<file path="config.mk">
export PLATFORM = sky130hd
export DESIGN_NAME = dma_address_count_bank
export DESIGN_NICKNAME = d
export VERILOG_FILES = /design/src/rtl/dma_address_count_bank.sv
export SDC_FILE = /design/constraint.sdc
export NUM_CORES = 2
export LEC_CHECK = 0
export CORE_ASPECT_RATIO = 0.8
export CORE_UTILIZATION = 25
export DETAILED_ROUTE_END_ITERATION = 10
export PLACE_DENSITY = 0.4
export RECOVER_POWER = 50
export SETUP_SLACK_MARGIN = 0.4
export SKIP_LAST_GASP = 1
export SLEW_MARGIN = 25
export SYNTH_ARGS = -nofsm -noshare
export SYNTH_HDL_FRONTEND = slang
export SYNTH_SLANG_ARGS = --single-unit
export TNS_END_PERCENT = 5
</file>
<file path="constraint.sdc">
create_clock -name clock -period 11.7 [get_ports clock]
set_clock_uncertainty 0.2 [all_clocks]
set_input_delay 2.34 -clock clock [delete_from_list [all_inputs] [get_ports clock]]
set_output_delay 2.34 -clock clock [all_outputs]
set_load 0.01 [all_outputs]
</file>
<file path="src/rtl/dma_address_count_bank.sv">
// Address/word-count register bank for a KF8237-family DMA controller: byte-serial
// programming through a shared pointer, per-channel hold/decrement/autoinit and a TC pulse.
module dma_address_count_bank #(
    parameter int CHANNELS    = 4,
    parameter int ADDR_WIDTH  = 24,
    parameter int COUNT_WIDTH = 16,
    parameter int DATA_WIDTH  = 8
) (
    input  logic                   clock,
    input  logic                   reset,
    input  logic [DATA_WIDTH-1:0]  data_in,
    output logic [DATA_WIDTH-1:0]  data_out,
    input  logic [CHANNELS-1:0]    write_address,
    input  logic [CHANNELS-1:0]    write_count,
    input  logic [CHANNELS-1:0]    read_address,
    input  logic [CHANNELS-1:0]    read_count,
    input  logic                   clear_byte_pointer,
    input  logic                   master_clear,
    input  logic [CHANNELS-1:0]    channel_select,
    input  logic                   initialize,
    input  logic                   next_word,
    input  logic [CHANNELS-1:0]    hold_config,
    input  logic [CHANNELS-1:0]    decrement_config,
    input  logic [CHANNELS-1:0]    autoinit_config,
    output logic [ADDR_WIDTH-1:0]  transfer_address,
    output logic                   update_high_address,
    output logic [CHANNELS-1:0]    terminal_count
);

    localparam int ABYTES   = (ADDR_WIDTH + DATA_WIDTH - 1) / DATA_WIDTH;
    localparam int CBYTES   = (COUNT_WIDTH + DATA_WIDTH - 1) / DATA_WIDTH;
    localparam int MAXBYTES = (ABYTES > CBYTES) ? ABYTES : CBYTES;
    localparam int PTR_W    = (MAXBYTES > 1) ? $clog2(MAXBYTES) : 1;
    localparam int SEL_W    = (CHANNELS > 1) ? $clog2(CHANNELS) : 1;
    localparam int AW_PAD   = ABYTES * DATA_WIDTH;
    localparam int CW_PAD   = CBYTES * DATA_WIDTH;

    logic [ADDR_WIDTH-1:0]  base_addr_q [CHANNELS];
    logic [ADDR_WIDTH-1:0]  base_addr_d [CHANNELS];
    logic [ADDR_WIDTH-1:0]  cur_addr_q  [CHANNELS];
    logic [ADDR_WIDTH-1:0]  cur_addr_d  [CHANNELS];
    logic [COUNT_WIDTH-1:0] base_cnt_q  [CHANNELS];
    logic [COUNT_WIDTH-1:0] base_cnt_d  [CHANNELS];
    logic [COUNT_WIDTH-1:0] cur_cnt_q   [CHANNELS];
    logic [COUNT_WIDTH-1:0] cur_cnt_d   [CHANNELS];
    logic [ADDR_WIDTH-1:0]  step_addr   [CHANNELS];
    logic [COUNT_WIDTH-1:0] step_cnt    [CHANNELS];

    logic [PTR_W-1:0]       ptr_q, ptr_d;
    logic                   rd_addr_prev_q, rd_addr_prev_d;
    logic                   rd_cnt_prev_q, rd_cnt_prev_d;
    logic [ADDR_WIDTH-1:0]  transfer_address_q, transfer_address_d;
    logic [CHANNELS-1:0]    terminal_count_q, terminal_count_d;
    logic [SEL_W-1:0]       sel_idx;
    logic                   sel_valid;

    function automatic logic [PTR_W-1:0] advance(input logic [PTR_W-1:0] p, input int nbytes);
        if (int'(p) >= nbytes - 1) return '0;
        return p + PTR_W'(1);
    endfunction

    function automatic logic [ADDR_WIDTH-1:0] put_addr_byte(input logic [ADDR_WIDTH-1:0] v,
                                                            input logic [PTR_W-1:0] p,
                                                            input logic [DATA_WIDTH-1:0] b);
        logic [AW_PAD-1:0] pad;
        pad = AW_PAD'(v);
        for (int i = 0; i < ABYTES; i++)
            if (int'(p) == i) pad[i*DATA_WIDTH +: DATA_WIDTH] = b;
        return pad[ADDR_WIDTH-1:0];
    endfunction

    function automatic logic [COUNT_WIDTH-1:0] put_cnt_byte(input logic [COUNT_WIDTH-1:0] v,
                                                            input logic [PTR_W-1:0] p,
                                                            input logic [DATA_WIDTH-1:0] b);
        logic [CW_PAD-1:0] pad;
        pad = CW_PAD'(v);
        for (int i = 0; i < CBYTES; i++)
            if (int'(p) == i) pad[i*DATA_WIDTH +: DATA_WIDTH] = b;
        return pad[COUNT_WIDTH-1:0];
    endfunction

    // Pointer positions past the register's last byte read as zero.
    function automatic logic [DATA_WIDTH-1:0] get_addr_byte(input logic [ADDR_WIDTH-1:0] v,
                                                            input logic [PTR_W-1:0] p);
        logic [AW_PAD-1:0]     pad;
        logic [DATA_WIDTH-1:0] r;
        pad = AW_PAD'(v);
        r   = '0;
        for (int i = 0; i < ABYTES; i++)
            if (int'(p) == i) r = pad[i*DATA_WIDTH +: DATA_WIDTH];
        return r;
    endfunction

    function automatic logic [DATA_WIDTH-1:0] get_cnt_byte(input logic [COUNT_WIDTH-1:0] v,
                                                           input logic [PTR_W-1:0] p);
        logic [CW_PAD-1:0]     pad;
        logic [DATA_WIDTH-1:0] r;
        pad = CW_PAD'(v);
        r   = '0;
        for (int i = 0; i < CBYTES; i++)
            if (int'(p) == i) r = pad[i*DATA_WIDTH +: DATA_WIDTH];
        return r;
    endfunction

    always_comb begin
        sel_idx   = '0;
        sel_valid = |channel_select;
        for (int i = CHANNELS - 1; i >= 0; i--)
            if (channel_select[i]) sel_idx = SEL_W'(i);
    end

    // Value each channel would take on next_word; an underflow with autoinit reloads from base.
    always_comb begin
        for (int ch = 0; ch < CHANNELS; ch++) begin
            if (autoinit_config[ch] && cur_cnt_q[ch] == '0) begin
                step_addr[ch] = base_addr_q[ch];
                step_cnt[ch]  = base_cnt_q[ch];
            end else begin
                if (hold_config[ch])
                    step_addr[ch] = cur_addr_q[ch];
                else if (decrement_config[ch])
                    step_addr[ch] = cur_addr_q[ch] - ADDR_WIDTH'(1);
                else
                    step_addr[ch] = cur_addr_q[ch] + ADDR_WIDTH'(1);
                step_cnt[ch] = cur_cnt_q[ch] - COUNT_WIDTH'(1);
            end
        end
    end

    always_comb begin
        logic hit;
        logic rd_addr_fall;
        logic rd_cnt_fall;

        rd_addr_prev_d     = |read_address;
        rd_cnt_prev_d      = |read_count;
        rd_addr_fall       = rd_addr_prev_q && !(|read_address);
        rd_cnt_fall        = rd_cnt_prev_q && !(|read_count);
        transfer_address_d = sel_valid ? cur_addr_q[sel_idx] : transfer_address_q;
        terminal_count_d   = '0;

        ptr_d = ptr_q;
        if (clear_byte_pointer)
            ptr_d = '0;
        else if (|write_address)
            ptr_d = advance(ptr_q, ABYTES);
        else if (|write_count)
            ptr_d = advance(ptr_q, CBYTES);
        else if (rd_addr_fall)
            ptr_d = advance(ptr_q, ABYTES);
        else if (rd_cnt_fall)
            ptr_d = advance(ptr_q, CBYTES);

        for (int ch = 0; ch < CHANNELS; ch++) begin
            hit             = sel_valid && (int'(sel_idx) == ch);
            base_addr_d[ch] = base_addr_q[ch];
            cur_addr_d[ch]  = cur_addr_q[ch];
            base_cnt_d[ch]  = base_cnt_q[ch];
            cur_cnt_d[ch]   = cur_cnt_q[ch];

            if (write_address[ch]) begin
                base_addr_d[ch] = put_addr_byte(base_addr_q[ch], ptr_q, data_in);
                cur_addr_d[ch]  = put_addr_byte(cur_addr_q[ch], ptr_q, data_in);
            end else if (hit && initialize) begin
                cur_addr_d[ch] = base_addr_q[ch];
            end else if (hit && next_word) begin
                cur_addr_d[ch] = step_addr[ch];
            end

            // A count write in the same cycle swallows the advance and its TC.
            if (write_count[ch]) begin
                base_cnt_d[ch] = put_cnt_byte(base_cnt_q[ch], ptr_q, data_in);
                cur_cnt_d[ch]  = put_cnt_byte(cur_cnt_q[ch], ptr_q, data_in);
            end else if (hit && initialize) begin
                cur_cnt_d[ch] = base_cnt_q[ch];
            end else if (hit && next_word) begin
                cur_cnt_d[ch]        = step_cnt[ch];
                terminal_count_d[ch] = (cur_cnt_q[ch] == '0);
            end
        end

        if (master_clear) begin
            for (int ch = 0; ch < CHANNELS; ch++) begin
                base_addr_d[ch] = '0;
                cur_addr_d[ch]  = '0;
                base_cnt_d[ch]  = '0;
                cur_cnt_d[ch]   = '0;
            end
            ptr_d              = '0;
            rd_addr_prev_d     = 1'b0;
            rd_cnt_prev_d      = 1'b0;
            transfer_address_d = '0;
            terminal_count_d   = '0;
        end
    end

    always_ff @(posedge clock or posedge reset) begin
        if (reset) begin
            for (int ch = 0; ch < CHANNELS; ch++) begin
                base_addr_q[ch] <= '0;
                cur_addr_q[ch]  <= '0;
                base_cnt_q[ch]  <= '0;
                cur_cnt_q[ch]   <= '0;
            end
            ptr_q              <= '0;
            rd_addr_prev_q     <= 1'b0;
            rd_cnt_prev_q      <= 1'b0;
            transfer_address_q <= '0;
            terminal_count_q   <= '0;
        end else begin
            for (int ch = 0; ch < CHANNELS; ch++) begin
                base_addr_q[ch] <= base_addr_d[ch];
                cur_addr_q[ch]  <= cur_addr_d[ch];
                base_cnt_q[ch]  <= base_cnt_d[ch];
                cur_cnt_q[ch]   <= cur_cnt_d[ch];
            end
            ptr_q              <= ptr_d;
            rd_addr_prev_q     <= rd_addr_prev_d;
            rd_cnt_prev_q      <= rd_cnt_prev_d;
            transfer_address_q <= transfer_address_d;
            terminal_count_q   <= terminal_count_d;
        end
    end

    always_comb begin
        logic found;
        data_out = '0;
        found    = 1'b0;
        for (int ch = 0; ch < CHANNELS; ch++) begin
            if (!found && read_address[ch]) begin
                data_out = get_addr_byte(cur_addr_q[ch], ptr_q);
                found    = 1'b1;
            end
        end
        for (int ch = 0; ch < CHANNELS; ch++) begin
            if (!found && read_count[ch]) begin
                data_out = get_cnt_byte(cur_cnt_q[ch], ptr_q);
                found    = 1'b1;
            end
        end
    end

    generate
        if (ADDR_WIDTH > 8) begin : g_high
            logic [ADDR_WIDTH-1:0] next_sel;
            assign next_sel = sel_valid ? step_addr[sel_idx] : transfer_address_q;
            assign update_high_address = (next_sel[ADDR_WIDTH-1:8] != transfer_address_q[ADDR_WIDTH-1:8]);
        end else begin : g_no_high
            assign update_high_address = 1'b0;
        end
    endgenerate

    assign transfer_address = transfer_address_q;
    assign terminal_count   = terminal_count_q;

endmodule

</file>
=== Word level (Yosys, flattened, before mapping) ===
Index checks and enable logic that the tools add are counted.

* Bits of input ports: 46
* Flip-flop bits (word level): 352
* Output and inout bits: 37

* Bitwise logic cells: 1
* Reduce and logical (&&, ||, !) cells: 106
* Order comparisons: 3
* Equality and inequality tests: 26
* Muxes and demuxes: 146
* Add/sub/neg operators: 13

{| class="wikitable"
|+ Operators by type and width
! kind !! number
|-
| 2-to-1 mux 24 bit || 35
|-
| 2-to-1 mux 16 bit || 20
|-
| 2-to-1 mux 8 bit || 31
|-
| 2-to-1 mux 96 bit || 2
|-
| 2-to-1 mux 64 bit || 2
|-
| adder 24 x 1 -> 24 bit, second input constant || 4
|-
| binary-select mux 24 bit (select 2 bit) || 2
|-
| subtractor 24 x 1 -> 24 bit, second input constant || 4
|-
| AND reduction 2 bit || 40
|-
| zero test 16 bit || 4
|-
| subtractor 16 x 1 -> 16 bit, second input constant || 4
|-
| != test 3 x 1 -> 1 bit, second input constant || 20
|-
| 2-to-1 mux 1 bit || 37
|-
| 2-to-1 mux 2 bit || 16
|-
| nonzero test 4 bit || 8
|-
| logical AND 1 bit || 25
|-
| nonzero test 2 bit || 12
|-
| OR reduction 4 bit || 5
|-
| != test 16 bit || 1
|-
| zero test 1 bit || 9
|-
| equality test 2 bit, second input constant || 4
|-
| nonzero test 6 bit || 1
|-
| zero test 2 bit || 2
|-
| 2-to-1 mux 4 bit || 1
|-
| other kinds (6) || 6
|}

=== Longest topological paths before layout ===
* Word-level depth: 22
* Gate-level depth with buffers: 16

=== Worst setup path after synthesis ===
No wires, ideal clock.

* Path kind: input to output
* Start point: input port decrement_config[1]
* End point: output port update_high_address
* Arrival: 5,682 ps
* Required time: 9,160 ps
* Slack: 3,478 ps
* Stages on the path: 14
* Cell sequence: ha_1 -> clkbuf_1 -> a21oi_1 -> o22ai_1 -> a2111oi_0 -> a211oi_1 -> o21ai_0 -> mux2i_1 -> a31oi_1 -> o32ai_2 -> xnor2_1 -> a21oi_1 -> or4b_1 -> o41a_1

* Word-level cells in the longest chain between the ends: 8

{| class="wikitable"
|+ RTL lines
! element !! RTL line !! text
|-
| from (decl) || 23 || <nowiki>input logic [CHANNELS-1:0] decrement_config,</nowiki>
|-
| 2-to-1 mux 24 bit || 121 || <nowiki>else if (decrement_config[ch])</nowiki>
|-
| 2-to-1 mux 24 bit || 119 || <nowiki>if (hold_config[ch])</nowiki>
|-
| 2-to-1 mux 24 bit || 115 || <nowiki>if (autoinit_config[ch] && cur_cnt_q[ch] == '0) begin</nowiki>
|-
| binary-select mux 24 bit (select 2 bit) || 246 || <nowiki>assign next_sel = sel_valid ? step_addr[sel_idx] : transfer_address_q;</nowiki>
|-
| 2-to-1 mux 24 bit (not written as such) (2 in a row) || 246 ||
|-
| 2-to-1 mux 24 bit || 246 ||
|-
| != test 16 bit || 247 || <nowiki>assign update_high_address = (next_sel[ADDR_WIDTH-1:8] != transfer_address_q[ADDR_WIDTH-1:8]);</nowiki>
|-
| to (decl) || 26 || <nowiki>output logic update_high_address,</nowiki>
|}

No other way between the ends. The select of a mux whose other input is x is not followed.

=== Worst setup path after layout ===
Same ends and word-level chain as after synthesis.

==> flow_summary.toml <==
[layout]
area_growth_pct = 14.3
utilization_pct = 28.9
drive_gt1_share_pct = 6.56
stdcell_count = 4807
fillers = 11500
post-route-cell-area_um2 = 30300
fin_nets = 3518

[setup_path]
worstPathMaxFanout = 12
end_kind = "primary output"
critical_path_arrival_ns = 8.07
path_class = "primary input to primary output"
reg2reg_depth = 10
worstPathRequired_ns = 9.16
r2r_setup_slack_ns = 7.37
start_kind = "primary input"

[routing]
routed_wl_mm = 131
drt-wirelength-per-cell_um = 27.2
drtIter0Drc = 3003
vias = 26700
drc_errors = 0
dr.pass1.iters = 6
viasPerCell = 5.56
antenna_left = 0

[sta]
max_clock_freq_ghz = 0.0942
fin_setup_tns_ns = 0
fin_crit_ns = 10.61
worst_pin_slew_ns = 4.39
whs_ns = 0.277
period_share_pct = 90.7
setup_viol = 0
drv_slew = 395
hold_viol = 0
slew_headroom_pct = -193
rsz0062_at_grt = "no"

[global_route]
grt_max_degree = 118
grt_pass1_wl_mm = 187
grt_pass1_vias = 24300
grt_use_total_pct = 23.7
antenna_found_initial = 13
gr-total-overflow = 0

[die]
die_y_um = 293
die_w_um = 366
start_util_pct = 25.3
io_pins = 83
core_area_um2 = 105000
rows = 106
die_area_um2 = 107000

[flow_run]
drv_cap = 7

[clock_tree]
clk_latency_ns = 0.61
holdBufCountCts = 0
clock_path_buffers = 3
cts_buffers = 44
root_buffer = "clkbuf_16"
clkTransAtPathRegs_ns = 0.06
post_cts_resized = 0
htree_levels = 2
clock-sinks = 352
cts_tree = "done"
post_cts_buffers = 0

[logic_synthesis]
yosysUniqueCellTypes = 90
yosysSeqAreaShare_pct = 33.3
syn_avg_cell_area_um2 = 7.81
synth_flop_cell = "dfrtp_1"
async_reset_ff_share_pct = 100
netlist.area_leader.share_pct = 33.3
syn_inst = 3393
yosys.area.top_type = "dfrtp_1"
yosys-top-cells-area = "dfrtp_1, o21ai_0, nand2_1"
ys_seq_elements = 352
synth_fp_nets = 3540
netlist_area_um2 = 26500
yosys.cell_count.top_type = "nand2_1"
ys_warn_count = 0
ys_top_cells_by_count = "nand2_1, o21ai_0, dfrtp_1, nor2_1, a21oi_1"
synth-edff-count = 0

[status]
status = "finished, violations left"
failed_checks = "max-capacitance violations, max-slew violations"

[placed_design]
place_area_um2 = 28900
post-dp-hpwl_mm = 94.7
io_buffers = 82
gp_congestion = 0.953
dp.cells = 4729

[worst_hold_path]
worstHoldPathType = "flop to flop"
min_delay_path_depth = 2

[power_and_ir_drop]
powerDensity_nw_per_um2 = 144
leakagePower_uw = 0.0127
vdd_ir_drop_max_mv = 0.111
## power by group
part	leakage, µW	switching (µW)	total [µW]	internal, µW
sequential	0.00463	211	1540	1330
clock	0.000699	614	1420	802
combinational	0.00740	885	1400	517
## sequential cells by signal, summed over array words and instances (netlist names)
signal and count:
terminal_count 4, cur_addr_q 96, transfer_address 24, rd_addr_prev_q 1, base_cnt_q 64, base_addr_q 96
rd_cnt_prev_q 1, cur_cnt_q 64, ptr_q 2
## worst max-delay path, cell delays in order
cell and delay [ns]:
clkdlybuf4s50_1 0.73, buf_4 0.34, ha_1 0.44, nand4_1 0.21, o22ai_1 0.16, a2111oi_1 0.83, a211oi_1 0.23, o21ai_0 0.29
mux2i_1 0.28, a31oi_1 0.19, o32ai_2 0.29, xnor2_1 0.11, a21oi_1 0.11, or4b_1 0.45, o41a_1 0.53, clkdlybuf4s50_1 0.53
## cell type report
cell class                 instances  area (µm²)  share of cell area (%)
antenna                            2        5.00                  0.0165
clock buffer                      66        1330                    4.38
clock inverter                    10        92.6                   0.306
inverter                          40         151                   0.500
multi-input combinational       2767       16800                    55.4
sequential                       352        8810                    29.1
tap                             1404        1760                    5.80
timing repair buffer             166        1380                    4.55
## metal layers
layer  part of all wire, %  track usage, %
met5                 0.027               0
met4                   1.9            4.86
met3                   8.1            4.41
met2                    41            33.5
met1                    49            36.8
## per-stage QoR
stage          worst slack [ns]  total power, µW
6_report                   1.09             4360
5_1_grt                   0.866             4590
4_1_cts                    1.24             4380
3_5_place_dp               1.28             2940
3_3_place_gp              0.981             2950
2_1_floorplan              3.48             2400
## final timing paths
path	startpoint	endpoint
max	decrement_config[1]	update_high_address
min	base_addr_q[75]	base_addr_q[75]
min reg2reg	base_addr_q[75]	base_addr_q[75]
max in group asynchronous	reset	base_addr_q[30]
max reg2reg	cur_cnt_q[0]	cur_cnt_q[15]
min in group asynchronous	reset	base_addr_q[51]
## layout by cell type (no fill, tap or decap), types with 20 or more instances in the layout
| master | Yosys | layout |
|---|---|---|
| nor2b_1 | 34 | 34 |
| mux4_2 | 24 | 24 |
| nand3_1 | 49 | 49 |
| nor4_1 | 20 | 20 |
| o211ai_1 | 55 | 55 |
| dfrtp_1 | 352 | 352 |
| mux2i_1 | 32 | 32 |
| nor2_1 | 280 | 279 |
| xnor2_1 | 65 | 65 |
| inv_1 | 37 | 36 |
| clkbuf_16 | 0 | 45 |
| a21o_1 | 35 | 35 |
| nand2b_1 | 23 | 23 |
| a21oi_1 | 273 | 263 |
| a211o_1 | 23 | 23 |
| a22o_1 | 136 | 136 |
| o31ai_1 | 24 | 24 |
| nand2_1 | 598 | 597 |
| nor3_1 | 54 | 54 |
| o21ai_0 | 511 | 510 |
| xor2_1 | 61 | 61 |
| a31oi_1 | 34 | 34 |
| ha_1 | 97 | 94 |
| a211oi_1 | 43 | 43 |
| or3_1 | 25 | 25 |
| clkdlybuf4s50_1 | 0 | 58 |
| buf_4 | 4 | 74 |
## cells by family after synthesis
group | count (synthesis) | share of synthesized area [%]
compound gates | 1286 | 30.2
simple gates | 1196 | 20.2
fa+ha+maj | 101 | 4.88
mux | 58 | 3.34
buf+inv | 274 | 3.97
xor+xnor | 126 | 4.17
flops | 352 | 33.3
(Power assumes the default switching activity.)
